**src/rtl/mux_tree_pipe.sv**
```systemverilog
// Wide binary-select multiplexer built as a radix-2 tree, with optional pipeline
// registers every REG_EVERY levels; a valid bit and the unconsumed select travel alongside.
module mux_tree_pipe #(
   parameter int unsigned WIDTH     = 1,
   parameter int unsigned NUM_IN    = 8,
   parameter int unsigned REG_EVERY = 1,
   localparam int unsigned SELW     = $clog2(NUM_IN)
) (
   input  logic                    C,
   input  logic                    CLR,
   input  logic                    CE,
   input  logic                    VI,
   input  logic [SELW-1:0]         S,
   input  logic [NUM_IN*WIDTH-1:0] I,
   output logic [WIDTH-1:0]        O,
   output logic                    VO
);

   localparam int unsigned LEVELS = SELW;
   localparam int unsigned NPAD   = 1 << LEVELS;
   localparam int unsigned RE     = (REG_EVERY == 0) ? 1 : REG_EVERY;

   // g_lvl[k] holds the node values after k levels have been resolved;
   // g_lvl[k].g_sel.s carries select bits S[LEVELS-1:k] still to be consumed.
   genvar k;
   for (k = 0; k <= LEVELS; k++) begin : g_lvl
      localparam int unsigned NN  = NPAD >> k;
      localparam bit          REG = (k != 0) && (REG_EVERY != 0) &&
                                    (((k % RE) == 0) || (k == LEVELS));

      logic [NN*WIDTH-1:0] d;
      logic                v;

      if (k == 0) begin : g_leaf
         // leaves past NUM_IN read as zero so out-of-range selects give O = 0
         always_comb begin
            d = '0;
            for (int unsigned n = 0; n < NUM_IN; n++) begin
               d[n*WIDTH +: WIDTH] = I[n*WIDTH +: WIDTH];
            end
         end
         assign v = VI;
      end else begin : g_node
         logic [NN*WIDTH-1:0] mx;

         always_comb begin
            mx = '0;
            for (int unsigned j = 0; j < NN; j++) begin
               mx[j*WIDTH +: WIDTH] = g_lvl[k-1].g_sel.s[0]
                                    ? g_lvl[k-1].d[(2*j+1)*WIDTH +: WIDTH]
                                    : g_lvl[k-1].d[(2*j)*WIDTH +: WIDTH];
            end
         end

         if (REG) begin : g_reg
            always_ff @(posedge C or posedge CLR) begin
               if (CLR) begin
                  d <= '0;
                  v <= 1'b0;
               end else if (CE) begin
                  d <= mx;
                  v <= g_lvl[k-1].v;
               end
            end
         end else begin : g_comb
            assign d = mx;
            assign v = g_lvl[k-1].v;
         end
      end

      if (k < LEVELS) begin : g_sel
         logic [LEVELS-k-1:0] s;

         if (k == 0) begin : g_in
            assign s = S;
         end else if (REG) begin : g_reg
            always_ff @(posedge C or posedge CLR) begin
               if (CLR) begin
                  s <= '0;
               end else if (CE) begin
                  s <= g_lvl[k-1].g_sel.s[LEVELS-k:1];
               end
            end
         end else begin : g_comb
            assign s = g_lvl[k-1].g_sel.s[LEVELS-k:1];
         end
      end
   end

   assign O  = g_lvl[LEVELS].d;
   assign VO = g_lvl[LEVELS].v;

   if (REG_EVERY == 0) begin : g_no_clk
      logic unused_ctrl;
      assign unused_ctrl = C ^ CLR ^ CE;
   end

endmodule

```
**config.mk**
```make
export PLATFORM = sky130hd
export DESIGN_NAME = mux_tree_pipe
export DESIGN_NICKNAME = d
export VERILOG_FILES = /design/src/rtl/mux_tree_pipe.sv
export SDC_FILE = /design/constraint.sdc
export NUM_CORES = 1
export LEC_CHECK = 0
export ABC_AREA = 1
export CAP_MARGIN = 20
export CORE_UTILIZATION = 40
export DETAILED_ROUTE_END_ITERATION = 10
export GPL_TIMING_DRIVEN = 0
export HOLD_SLACK_MARGIN = 0.06
export PLACE_DENSITY_LB_ADDON = 0.08
export SLEW_MARGIN = 10
export SYNTH_ARGS = -nofsm -noshare
export SYNTH_HDL_FRONTEND = slang
export SYNTH_SLANG_ARGS = --single-unit
```
**constraint.sdc**
```tcl
create_clock -name C -period 1.1 [get_ports C]
set_input_delay 0.11 -clock C [delete_from_list [all_inputs] [get_ports C]]
set_output_delay 0.11 -clock C [all_outputs]
set_load 0.02 [all_outputs]
```
==> key figures, run 1 <==
Yosys
  • Yosys warns: 0
  • Count of cell types in the netlist: 9
  • Register area share after synthesis: 0.522
  • Cell count after synthesis: between 80 and 90
  • Post-synthesis register bit count: 13
  • Post-synthesis cell area: between 600 and 700 um2
  • Syn Nets: between 90 and 100
  • Syn avg cell area: approximately 7.4 um2

Floorplan
  • Core area: 0.00137 mm2
  • DIE WIDTH: approximately 41 um
  • Die Footprint: 0.00172 mm2
  • Initial Util: 0.456
  • I/O pin cnt: 17
  • Placement row count: 13
  • Die H: between 40 and 50 um

Global route
  • Number of global-route vias before repair: around 490
  • Initial antenna violation count: 0
  • Met3 usage in global routing: 0.0783
  • Global Route Usage Sum: 0.155
  • Most used routing layer: met2
  • First-pass GRT wire length: between 2000 and 2500 um
  • Grt met1 use: 0.192
  • GR Overflow Total: 0
  • Pin count of the biggest net entering global routing: 14
  • Met2 Usage GRT: 0.241

Setup path
  • Worst EP required: roughly 1 ns
  • Buf/Inv on CP: 1
  • Critical path's top delay family: flip-flops
  • Crit end category: primary output
  • Critical path launch point type: register
  • Max FO, Critical Path: 2
  • CP cell instances: clkdlybuf4s15_1
  • Critical Path AT: between 0.9 and 1 ns
  • Critical Path Max Stage Delay: between 0.3 and 0.4 ns
  • CP max stage cell: dfrtp_1
  • Critical path class: reg -> out

Drt
  • DRT iter0 DRCs: 11
  • Residual DRC: 0
  • Routed WL per cell: 9.49 um
  • Vias: 550
  • WL final: between 1000 and 1500 um
  • Vias per inst: approximately 4.6
  • Antenna Violating Nets Remaining: 0
  • Initial DRT Pass Iterations: 4

Placement
  • DP HPWL: about 800 um
  • Port Buffers: 16
  • Placed instance count: between 100 and 150
  • Area post-placement: about 800 um2
  • Gp weighted congestion: around 0.7

Finish
  • Commonest cells after routing, fill and taps aside: nand2_1 (37), inv_1 (19), clkdlybuf4s50_1 (14), dfrtp_1 (13), nand3_1 (7)
  • Fin area: slightly above 800 um2
  • Commonest non-fill, non-tap cell in the layout: nand2_1
  • Fin nets: 120
  • Ant. Diodes: 0
  • Non-filler cells, final: approximately 120
  • Syn-to-layout area delta: 32.1%
  • Proportion of layout cells with a drive suffix above 1: 0.0769
  • Filler Cells Inserted: 140

Clocking
  • Clk buf depth: 2
  • TritonCTS clock tree: yes
  • Root buffer selected by CTS: clkbuf_4
  • CTS clk-pin slew, worst paths: roughly 0.08 ns
  • Number of buffers added for setup after CTS: 0
  • H-tree levels: 1
  • Clk sinks: 13
  • Num CTS Buffers: 3
  • Clk_lat worst skew: between 0.2 and 0.3 ns

STA
  • Worst slew margin: 0.674
  • Final hold slack: between 0.15 and 0.2 ns
  • RSZ-0062 raised after global routing: false
  • F_max: between 900 and 1000 MHz
  • Hold Vio Cnt, Final: 0
  • Final min period: between 1 and 1.5 ns
  • Final period utilization: 0.954
  • Final Skew: roughly 0.0015 ns
  • Final setup vio count: 0
  • Max Slew Vio Count: 0
  • Slew of the pin with the lowest slew margin: ~0.5 ns

Min path
  • Hold Path Class: in -> async

Pwr
  • Leak pwr: 0.000468 uW
  • Cell area power density: 1300 mW/mm2
  • Maximum VDD drop: around 0.83 mV

Outcome
  • Status: completed

Flow run
  • Max-cap viol count: 0
-- layout make-up --
class | instances | area, um2 | area share
Clock buffer | 4 | 26.3 | 0.0319
Sequential cell | 13 | 325 | 0.395
Buffer | 2 | 22.5 | 0.0274
Tap cell | 15 | 18.8 | 0.0228
Timing Repair Buffer | 16 | 155 | 0.188
Multi-Input combinational cell | 49 | 200 | 0.243
Inverter | 20 | 75.1 | 0.0912
-- worst paths after layout --
kind	start	end	slack (ns)	cells past startpoint
setup / recovery	O	O	0.05	1
hold / removal	CLR	g_lvl[1].v	0.16	2
setup reg to reg	g_lvl[1].g_sel.s[0]	g_lvl[2].d[0]	0.31	4
hold reg to reg	g_lvl[1].v	g_lvl[1].v	0.47	2
max in group asynchronous	CLR	g_lvl[1].d[2]	0.61	2
min in group C	VI	g_lvl[1].v	0.37	3
-- state kept, by name (all words and copies together) (netlist names) --
name / flops
VO: 1
g_lvl.g_sel.s: 3
g_lvl.d: 6
O: 1
g_lvl.v: 2
-- timing repair --
item,in CTS,in global routing
gates resized for setup,3,2
hold endpoints to repair,0,0
endpoints found under the setup margin,2,2
hold buffers,0,0
gates cloned,0,0
-- through the flow --
step	TNS [ns]	total power, uW	util	setup slack, ns
2_1_floorplan	0	689	-	0.403
3_3_place_gp	-0.424	786	0.587	-0.0475
3_5_place_dp	-0.451	792	0.587	-0.0517
4_1_cts	0	1080	0.605	0.0112
5_1_grt	0	1130	0.603	0.0272
6_report	0	1070	0.603	0.0509
-- power breakdown --
part | switching (uW) | internal (uW) | total, uW
Combinational | 109 | 104 | 212
Clock | 153 | 141 | 293
Sequential | 28.9 | 533 | 562
-- cells in the mapped netlist --
cell	n	area share
buf_6	2	0.036
dfrtp_1	13	0.52
inv_1	19	0.11
inv_2	1	0.0060
nand2_1	37	0.22
nand2_2	1	0.010
nand3_1	7	0.056
o21ai_0	3	0.024
o21ai_1	1	0.0080
-- kinds of logic after synthesis --
group           Yosys count  share of synthesized area
flops                    13                      0.522
compound gates            4                     0.0321
simple gates             45                      0.289
buf+inv                  22                      0.157
-- routing by layer --
metal / vias up / routed length (um)
met5: - / 0
met4: 0 / 0
met3: 0 / 66
met2: 16 / 499
met1: 250 / 562
li1: 284 / -
Note: power is estimated with default switching activity, not from simulation.
==> run 2, diff against run 1 <==
ABC_AREA = not set   (was 1)
==> key figures, run 2 <==
Global route
  • Pin count of the biggest net entering global routing: 14 (unchanged)
  • Number of global-route vias before repair: 338 (-30%)
  • GR Overflow Total: 0 (unchanged)
  • Initial antenna violation count: 0 (unchanged)
  • Global Route Usage Sum: 0.153 (-0.00180)
  • First-pass GRT wire length: 1500 um (-25%)

Placement
  • Placed instance count: 73 (-37%)
  • Pre-CTS setup slack: 0.0599 ns (+0.112 ns)
  • Gp weighted congestion: 0.655 (-6.6%)
  • DP HPWL: 638 um (-21%)
  • Port Buffers: 14 (-2)
  • Area post-placement: 733 um2 (-8.6%)

Floorplan
  • I/O pin cnt: 17 (unchanged)
  • DIE WIDTH: 39.9 um (-3.8%)
  • Die Footprint: 0.00159 mm2 (-7.5%)
  • Core area: 0.00132 mm2 (-3.6%)
  • Placement row count: 13 (unchanged)
  • Initial Util: 0.436 (-0.0201)
  • Die H: 39.9 um (-3.8%)

Yosys
  • Async SR Flop Fraction: 1.00 (unchanged)
  • Post-synthesis register bit count: 13 (unchanged)
  • Ys flop type: dfrtp_1
  • Most common cell in the netlist: dfrtp_1
  • Count of cell types in the netlist: 9 (unchanged)
  • Post-synth top area cell: dfrtp_1
  • Syn avg cell area: 13.1 um2 (+76%)
  • Post-synth top cells: dfrtp_1 (13), a21oi_1 (7), mux2i_1 (7), nor2_1 (7), mux2_4 (6)
  • Yosys warns: 0 (unchanged)
  • Post-synthesis cell area: 574 um2 (-7.8%)
  • Synth top area share: 0.566 (+0.0444)
  • EDFF count, synth: 0 (unchanged)
  • Cell count after synthesis: 44 (-48%)
  • Syn Nets: 59 (-40%)
  • Top post-synthesis cells by area: dfrtp_1 (57%), mux2_4 (16%), mux2i_1 (12%)
  • Register area share after synthesis: 0.566 (+0.0444)

Setup path
  • Critical path launch point type: register
  • CP max stage cell: dfrtp_1
  • Max FO, Critical Path: 2 (unchanged)
  • Worst r2r src: g_lvl[1].g_sel.s[0]
  • Critical path's top delay family: flip-flops
  • CP cell instances: clkdlybuf4s15_1
  • Critical Path AT: 0.96 ns (+0.02 ns)
  • CP startpoint: VO
  • Buf/Inv on CP: 1 (unchanged)
  • Critical path class: reg -> out
  • Worst EP required: 0.99 ns (about the same)
  • Critical Path Max Stage Delay: 0.39 ns (about the same)
  • Crit end category: primary output

Clocking
  • Clk_lat worst skew: 0.28 ns (about the same)
  • Hold Buf Count CTS: 0 (unchanged)
  • Clk buf depth: 2 (unchanged)
  • Root buffer selected by CTS: clkbuf_4
  • TritonCTS clock tree: yes
  • CTS clk-pin slew, worst paths: 0.08 ns (about the same)
  • Num CTS Buffers: 3 (unchanged)
  • H-tree levels: 1 (unchanged)
  • Clk sinks: 13 (unchanged)

STA
  • Final setup vio count: 0 (unchanged)
  • Hold Vio Cnt, Final: 0 (unchanged)
  • Setup tns final: 0 ns (unchanged)
  • Worst slew margin: 0.674 (+0.000734)
  • RSZ-0062 raised after global routing: false
  • Final setup margin: 0.0317 ns (-0.0192 ns)
  • Max Slew Vio Count: 0 (unchanged)
  • Final min period: 1.07 ns (+0.0192 ns)
  • Final period utilization: 0.971 (+0.0175)
  • F_max: 936 MHz (-1.8%)
  • Slew of the pin with the lowest slew margin: 0.488 ns (-0.00110 ns)
  • Final Skew: 0.00441 ns (+0.00288 ns)

Finish
  • Ant. Diodes: 0 (unchanged)
  • Proportion of layout cells with a drive suffix above 1: 0.210 (+0.133)
  • Final Core Density: 0.573 (-0.0299)
  • Largest register by flop count: g_lvl.d
  • Commonest cells after routing, fill and taps aside: dfrtp_1 (13), clkdlybuf4s50_1 (12), mux2i_1 (7), nor2_1 (7), a21oi_1 (7)
  • Commonest non-fill, non-tap cell in the layout: dfrtp_1
  • Largest regs: g_lvl.d x6, g_lvl.g_sel.s x3, g_lvl.v x2
  • Fin area: 754 um2 (-8.4%)
  • Fin nets: 78 (-35%)
  • Number of flip-flops in the largest register: 6 (unchanged)
  • Syn-to-layout area delta: 31.4%
  • Non-filler cells, final: 77 (-35%)

Drt
  • Vias per inst: 4.61 (-0.25%)
  • WL final: 890 um (-21%)
  • Residual DRC: 0 (unchanged)
  • Vias: 355 (-35%)
  • Routed WL per cell: 11.6 um (+22%)
  • Antenna Violating Nets Remaining: 0 (unchanged)
  • DRT iter0 DRCs: 7 (-4)
  • Initial DRT Pass Iterations: 4 (unchanged)

Pwr
  • Leak pwr: 0.000351 uW (-25%)
  • Maximum VDD drop: 0.912 mV (+10%)
  • Cell area power density: 1440 mW/mm2 (+11%)

Min path
  • Hold Path Class: in -> reg
  • Hold_sp: CE

Flow run
  • Max-cap viol count: 0 (unchanged)

Outcome
  • Status: completed
## run 2: stage by stage
step	total power (uW)	hold slack (ns)
after global placement	813	0.430
final	1090	0.130
after floorplan	721	-0.0130
after global routing	1160	0.133
after CTS	1110	0.119
after detailed placement	817	0.420
## run 2: area by class of cell
type,count,area (um2)
inverter,1,3.75
multi-input combinational,27,221
sequential,13,325
clock buffer,4,26.3
tap,15,18.8
timing repair buffer,14,135
fill,116,563
buffer,3,23.8
## run 2: layer usage
layer / share of wire / wire [um] / track usage
met5: 0 / 0 / 0
met2: 0.42 / 370 / 0.218
met1: 0.51 / 457 / 0.192
met4: 0 / 0 / 0.0259
met3: 0.070 / 62 / 0.102
## run 2: cells by family after synthesis
| logic type | synth area share |
|---|---|
| buffers and inverters | 0.0479 |
| muxes | 0.279 |
| AOI/OAI and AO/OA | 0.0610 |
| DFF | 0.566 |
| and+or+nand+nor | 0.0458 |
## run 2: final timing paths
check | slack, ns | end | cells past startpoint
worst max-delay path | 0.03 | VO | 1
max in group asynchronous | 0.62 | g_lvl[1].d[2] | 2
worst max register to register | 0.29 | g_lvl[1].g_sel.s[0] | 1
worst min-delay path | 0.13 | g_lvl[2].d[1] | 2
worst min register to register | 0.52 | g_lvl[2].v | 1
min in group asynchronous | 0.15 | VO | 2
## run 2: power breakdown
group	switching [uW]	total, uW	leakage (uW)	internal [uW]
registers	39.7	581	0.000147	541
logic	82.5	214	0.000189	132
clock network	151	292	0.0000150	141
total	273	1090	0.000351	814
## run 2: timing repair
action | 4_1_cts | 5_1_grt
gates resized for setup | 3 | 2
setup buffers | 0 | 0
setup endpoints to repair | 2 | 1
